[config.mk]
export PLATFORM = sky130hd
export DESIGN_NAME = collision_matrix
export DESIGN_NICKNAME = d
export VERILOG_FILES = /design/src/rtl/collision_pkg.sv /design/src/rtl/overlap_counter.sv /design/src/rtl/collision_matrix.sv
export SDC_FILE = /design/constraint.sdc
export NUM_CORES = 1
export LEC_CHECK = 0
export BUFFER_PORTS_ARGS = -buffer_cell sky130_fd_sc_hd__buf_2
export CAP_MARGIN = 10
export CORE_ASPECT_RATIO = 2
export CORE_MARGIN = 2
export CORE_UTILIZATION = 40
export DETAILED_ROUTE_END_ITERATION = 16
export PLACE_DENSITY = 0.62
export RECOVER_POWER = 100
export SLEW_MARGIN = 5
export SYNTH_ARGS = -nofsm -noshare
export SYNTH_HDL_FRONTEND = slang
export SYNTH_SLANG_ARGS = --single-unit
[constraint.sdc]
create_clock -name clk -period 2.9 [get_ports clk]
set_input_delay 0.145 -clock clk [delete_from_list [all_inputs] [get_ports clk]]
set_output_delay 0.145 -clock clk [all_outputs]
set_load 0.03 [all_outputs]
[src/rtl/collision_pkg.sv]
// Shared types and helpers for the pixel-overlap collision matrix.
package collision_pkg;

  localparam int MAX_OBJ = 8;

  typedef enum logic {
    WAIT_SOF = 1'b0,
    COUNT    = 1'b1
  } state_e;

  // Pairs (i,j) with i<j are numbered i-major: (0,1)=0, (0,2)=1, ...
  function automatic int pair_index(input int i, input int j, input int n);
    return i * n - (i * (i + 1)) / 2 + (j - i - 1);
  endfunction

endpackage

[src/rtl/overlap_counter.sv]
// Saturating per-pair overlap counter with clear and threshold compare.
module overlap_counter #(
  parameter int CNT_W      = 8,
  parameter int MIN_PIXELS = 1
) (
  input  logic clk,
  input  logic resetN,
  input  logic clr,
  input  logic inc,
  output logic at_thresh,
  output logic qual
);

  localparam logic [CNT_W-1:0] CNT_MAX = '1;
  localparam logic [CNT_W-1:0] MIN_V   = CNT_W'(MIN_PIXELS);

  logic [CNT_W-1:0] cnt_q, cnt_d, cnt_sum;

  // cnt_sum includes this cycle's pixel so a boundary-cycle overlap still counts.
  always_comb begin
    cnt_sum = cnt_q;
    if (inc && (cnt_q != CNT_MAX)) cnt_sum = cnt_q + CNT_W'(1);
    cnt_d = clr ? '0 : cnt_sum;
  end

  assign at_thresh = (cnt_sum >= MIN_V);
  assign qual      = inc & at_thresh;

  always_ff @(posedge clk or negedge resetN) begin
    if (!resetN) cnt_q <= '0;
    else         cnt_q <= cnt_d;
  end

endmodule

[src/rtl/collision_matrix.sv]
// N-object overlap detector: per-pair frame counts, published at each frame boundary.
module collision_matrix
  import collision_pkg::*;
#(
  parameter  int NUM_OBJ    = 4,
  localparam int NUM_PAIRS  = NUM_OBJ * (NUM_OBJ - 1) / 2,
  parameter  int MIN_PIXELS = 1,
  parameter  int CNT_W      = 8,
  parameter  int PIXEL_W    = 11
) (
  input  logic                 clk,
  input  logic                 resetN,
  input  logic                 startOfFrame,
  input  logic [PIXEL_W-1:0]   PixelX,
  input  logic [PIXEL_W-1:0]   PixelY,
  input  logic [NUM_OBJ-1:0]   draw,
  input  logic [NUM_PAIRS-1:0] pairEnable,
  output logic [NUM_PAIRS-1:0] collision,
  output logic [NUM_PAIRS-1:0] collisionRise,
  output logic                 frameValid,
  output logic                 hitValid,
  output logic [PIXEL_W-1:0]   firstHitX,
  output logic [PIXEL_W-1:0]   firstHitY,
  output logic [2:0]           firstHitPair
);

  state_e               state_q, state_d;
  logic [NUM_PAIRS-1:0] hit, at_thresh, qual;
  logic [NUM_PAIRS-1:0] collision_q, collision_d, rise_q, rise_d;
  logic                 frame_valid_q, frame_valid_d, hit_valid_q, hit_valid_d;
  logic [PIXEL_W-1:0]   first_x_q, first_x_d, first_y_q, first_y_d;
  logic [2:0]           first_pair_q, first_pair_d;
  logic                 fh_vld_q, fh_vld_d;
  logic [PIXEL_W-1:0]   fh_x_q, fh_x_d, fh_y_q, fh_y_d;
  logic [2:0]           fh_pair_q, fh_pair_d;
  logic                 counting, publish, cnt_clr, any_qual;
  logic [2:0]           low_k, cur_pair;
  logic [PIXEL_W-1:0]   cur_x, cur_y;

  assign counting = (state_q == COUNT);
  assign publish  = counting & startOfFrame;
  assign cnt_clr  = ~counting | startOfFrame;

  for (genvar i = 0; i < NUM_OBJ; i++) begin : g_i
    for (genvar j = i + 1; j < NUM_OBJ; j++) begin : g_j
      localparam int K = pair_index(i, j, NUM_OBJ);
      assign hit[K] = draw[i] & draw[j] & pairEnable[K];
      overlap_counter #(
        .CNT_W      (CNT_W),
        .MIN_PIXELS (MIN_PIXELS)
      ) u_cnt (
        .clk       (clk),
        .resetN    (resetN),
        .clr       (cnt_clr),
        .inc       (hit[K] & counting),
        .at_thresh (at_thresh[K]),
        .qual      (qual[K])
      );
    end
  end

  always_comb begin
    low_k = '0;
    for (int k = NUM_PAIRS - 1; k >= 0; k--) begin
      if (qual[k]) low_k = 3'(k);
    end
  end

  assign any_qual = |qual;
  // An already-latched hit wins; otherwise this cycle's qualifying hit is the first.
  assign cur_x    = fh_vld_q ? fh_x_q    : PixelX;
  assign cur_y    = fh_vld_q ? fh_y_q    : PixelY;
  assign cur_pair = fh_vld_q ? fh_pair_q : low_k;

  always_comb begin
    state_d       = state_q;
    fh_vld_d      = fh_vld_q;
    fh_x_d        = fh_x_q;
    fh_y_d        = fh_y_q;
    fh_pair_d     = fh_pair_q;
    collision_d   = collision_q;
    rise_d        = rise_q;
    hit_valid_d   = hit_valid_q;
    first_x_d     = first_x_q;
    first_y_d     = first_y_q;
    first_pair_d  = first_pair_q;
    frame_valid_d = publish;

    if (!counting && startOfFrame) state_d = COUNT;

    if (!counting || publish) begin
      fh_vld_d = 1'b0;
    end else if (!fh_vld_q && any_qual) begin
      fh_vld_d  = 1'b1;
      fh_x_d    = PixelX;
      fh_y_d    = PixelY;
      fh_pair_d = low_k;
    end

    if (publish) begin
      collision_d = at_thresh;
      rise_d      = at_thresh & ~collision_q;
      hit_valid_d = |at_thresh;
      if (|at_thresh) begin
        first_x_d    = cur_x;
        first_y_d    = cur_y;
        first_pair_d = cur_pair;
      end
    end
  end

  always_ff @(posedge clk or negedge resetN) begin
    if (!resetN) begin
      state_q       <= WAIT_SOF;
      fh_vld_q      <= 1'b0;
      fh_x_q        <= '0;
      fh_y_q        <= '0;
      fh_pair_q     <= '0;
      collision_q   <= '0;
      rise_q        <= '0;
      frame_valid_q <= 1'b0;
      hit_valid_q   <= 1'b0;
      first_x_q     <= '0;
      first_y_q     <= '0;
      first_pair_q  <= '0;
    end else begin
      state_q       <= state_d;
      fh_vld_q      <= fh_vld_d;
      fh_x_q        <= fh_x_d;
      fh_y_q        <= fh_y_d;
      fh_pair_q     <= fh_pair_d;
      collision_q   <= collision_d;
      rise_q        <= rise_d;
      frame_valid_q <= frame_valid_d;
      hit_valid_q   <= hit_valid_d;
      first_x_q     <= first_x_d;
      first_y_q     <= first_y_d;
      first_pair_q  <= first_pair_d;
    end
  end

  assign collision     = collision_q;
  assign collisionRise = rise_q;
  assign frameValid    = frame_valid_q;
  assign hitValid      = hit_valid_q;
  assign firstHitX     = first_x_q;
  assign firstHitY     = first_y_q;
  assign firstHitPair  = first_pair_q;

endmodule
==> metrics.txt <==
status=complete, but fails checks; failing checks=max-capacitance violations, max-slew violations, negative setup slack; Slew HR=-35.56%; DR WL/cell=16.81 microns; cell class contributing the biggest share of worst-path delay=compound AO/OA/AOI/OAI gates; WP buf/inv=2; Placeable Area=14740 sq um; Layout Cells excl Fill=981; Leakage Power=3.550 nW; Critical Path End Type=flop; Ant. Diodes=0; Via Count=5340; min Tclk post-route=2.978 ns; most common cell after layout, fill and taps aside=dfrtp_1; Layout area overhead=37.51%; GRT Residual Overflow=0; gpl congestion=0.8208; yosys warns=0; final WL=16.49 mm; startpoint types=flop; Post-Syn Area=5968 sq um; vias in the first global route=5516; Routed Antenna Nets=0; Slew Viols, Final=36; FF+latch count, synth=114; share of layout cells above drive strength 1=28.24%; Peak VDD IR=0.0004250 V; crit-path max cell delay=0.38 ns; port buffer count=73; Hold Fails Final Rpt=0; CTS H-Tree Depth=4; clock latency on the worst-skew pair=0.41 ns; Reg clk slew, reported paths=0.06 ns; largest net degree at the start of global routing=81; Achievable Freq=335.8 MHz; Post-synth EDFFs=0; worst hold path class=in -> reg; Crit-path slowest cell=dfrtp_1; Final Cycle Share=102.7%; Final WS setup=-0.07833 ns; die area=15970 sq um; # setup viols final=22; WP data arrival=3.26 ns; num rows=63; CTS Buf Count=17; RSZ-0062 raised after global routing=true; die width=90.37 microns; Die Ht=176.7 microns; CTS tree=done; clk sinks=114; worst-margin pin slew=2.033 ns; syn_nets=637; placed cells=907; initial core utilization=40.49%; drt drc=0; critical path cell sequence=ha_2 > and4_4 > a211oi_4 > mux2i_1 > nand4_1 > a211oi_2 > nor2_2 > o41ai_4 > buf_4 > clkbuf_16 > mux2_4; max cap viols=1; commonest cells after routing, fill and taps aside=112 x dfrtp_1, 84 x nor2_1, 77 x buf_4; GRT Resource Usage Total=20.69%; Post-Synthesis Cells=596; Final nets=814; Worst Path Max Fanout=6; critical path startpoint=g_i[0].g_j[2].u_cnt.cnt_q[1]; Final Total Pwr=5.152 mW; syn_area_per_cell=10.01 sq um; Reg-to-Reg Start=g_i[0].g_j[2].u_cnt.cnt_q[1]; ys flop type=dfrtp_1; hold path start=PixelX[8]; DP HPWL=11.18 mm; Root Driver=clkbuf_16; worst reg2reg setup slack=-0.08 ns; count of unique library cells instantiated by Yosys=64; Pwr Density=627.8 nW/um^2; Max clock buf depth=2; I/O pins=74; 1st-iter DRT viols=318; clock skew=0.01316 ns; global-route wire length before repair=26.64 mm; ys async rst share=100.0%; sequential share of the synthesized area=47.80%; DR pass1 iterations=5; data required time at the worst endpoint=3.19 ns; drt via density=5.443; crit path kind=reg -> reg; antenna violations before repair=0
[area by class of cell]
class | count | area, sq um
Timing Repair Buffer | 187 | 1284
Tap cell | 195 | 244.0
Inverter | 11 | 41.29
Fill cell | 1276 | 6534
Clock inverter | 14 | 153.9
Multi-Input combinational cell | 442 | 3189
Sequential cell | 114 | 2855
Clock buffer | 18 | 439.2
[cell usage after synthesis (2+ instances only)]
| library cell | n | area, sq um |
|---|---|---|
| clkbuf_1 | 20 | 75.07 |
| a41oi_1 | 2 | 17.52 |
| nand4_2 | 3 | 37.54 |
| and2_1 | 3 | 18.77 |
| buf_6 | 2 | 22.52 |
| o21a_1 | 4 | 30.03 |
| nor2_1 | 88 | 330.3 |
| nand3_1 | 22 | 110.1 |
| and4_1 | 13 | 113.9 |
| nor4_1 | 7 | 43.79 |
| nand2_1 | 40 | 150.1 |
| xnor2_1 | 10 | 87.58 |
| nand4b_1 | 3 | 26.28 |
| xor2_1 | 14 | 122.6 |
| buf_2 | 4 | 20.02 |
| o21ai_2 | 2 | 17.52 |
| inv_1 | 11 | 41.29 |
| o211ai_1 | 3 | 22.52 |
| a31oi_1 | 8 | 50.05 |
| mux2i_1 | 39 | 390.4 |
| mux2_1 | 18 | 202.7 |
| ha_1 | 6 | 75.07 |
| nor2b_1 | 4 | 25.02 |
| a311oi_1 | 2 | 17.52 |
| nand2b_1 | 5 | 31.28 |
| buf_4 | 3 | 22.52 |
| a21oi_1 | 32 | 160.2 |
| a21o_1 | 2 | 15.01 |
| dfrtp_1 | 114 | 2853 |
| o31ai_1 | 8 | 60.06 |
| o21ai_0 | 19 | 95.09 |
| a211oi_1 | 12 | 90.09 |
| nand4_1 | 11 | 68.82 |
| or3_1 | 4 | 25.02 |
| o2111ai_1 | 3 | 26.28 |
| or2_2 | 6 | 37.54 |
| nor4b_1 | 2 | 17.52 |
| nor3_1 | 12 | 60.06 |
| and3_1 | 5 | 31.28 |
| mux2_2 | 6 | 67.56 |
[metrics by stage]
stage	worst slack (ns)	cell area (sq um)	hold WS (ns)	util (%)	setup TNS (ns)
2_1_floorplan	-0.1439	5988	-0.1506	-	-2.595
3_3_place_gp	-0.08151	7057	0.1438	47.87	-1.568
3_5_place_dp	-0.1846	7057	0.1454	47.87	-3.736
4_1_cts	-0.05196	8050	0.01002	54.61	-0.8184
5_1_grt	-0.1861	8207	0.01579	55.67	-4.858
6_report	-0.07833	8207	0.02265	55.67	-1.112
[registers in the layout (all words and copies together), names as in the netlist]
register,count
collision,6
collisionRise,6
counting,1
fh_pair_q,3
fh_vld_q,1
fh_x_q,11
fh_y_q,11
firstHitPair,3
firstHitX,11
firstHitY,11
frameValid,1
g_i.g_j.u_cnt.cnt_q,48
hitValid,1
[cells by family (layout without fill, tap and decap cells)]
family          count (synthesis)  after routing  synth area share [%]
xor+xnor                       24             24                 3.522
compound gates                117            117                 13.86
fa+ha+maj                       6              6                 1.258
flops                         114            114                 47.80
mux                            63             63                 11.07
simple gates                  232            232                 19.46
buf+inv                        40            230                 3.040
[where the power goes]
part	leakage, nW	switching (mW)	total (mW)	internal, mW
Sequential	1.46	0.161	2.03	1.86
Combinational	1.81	0.589	1.02	0.433
Clock	0.284	0.807	2.11	1.30
[worst register-to-register path, delay by kind of cell (launching register included)]
kind,cells,cell delay [ns]
compound gates,3,0.94
fa+ha+maj,1,0.20
buf+inv,2,0.36
flops,1,0.38
mux,2,0.51
simple gates,3,0.46
[per-layer routing]
layer | vias to the layer above | global-route usage, % | share of wire [%]
met1 | 2615 | 21.57 | 37
met4 | 0 | 9.872 | 3.3
met3 | 39 | 3.748 | 3.7
met5 | - | 0 | 0
met2 | 163 | 39.47 | 56
li1 | 2523 | - | -
[path summary, 6_finish.rpt]
check,to,depth (start not counted)
setup / recovery,fh_y_q[0],11
hold / removal,fh_x_q[8],2
setup reg to reg,fh_y_q[0],11
hold reg to reg,collisionRise[4],2
max in group asynchronous,counting,3
min in group asynchronous,g_i[0].g_j[2].u_cnt.cnt_q[5],2
[repair_timing]
action | 4_1_cts | 5_1_grt
cloned | 1 | 2
pin swaps | 3 | 18
endpoints found under the setup margin | 24 | 41
hold endpoints to repair | 55 | 0
resized for setup | 25 | 31
hold buffers | 22 | 0
buffers inserted | 6 | 11
Power figures use the tool's default switching activity.
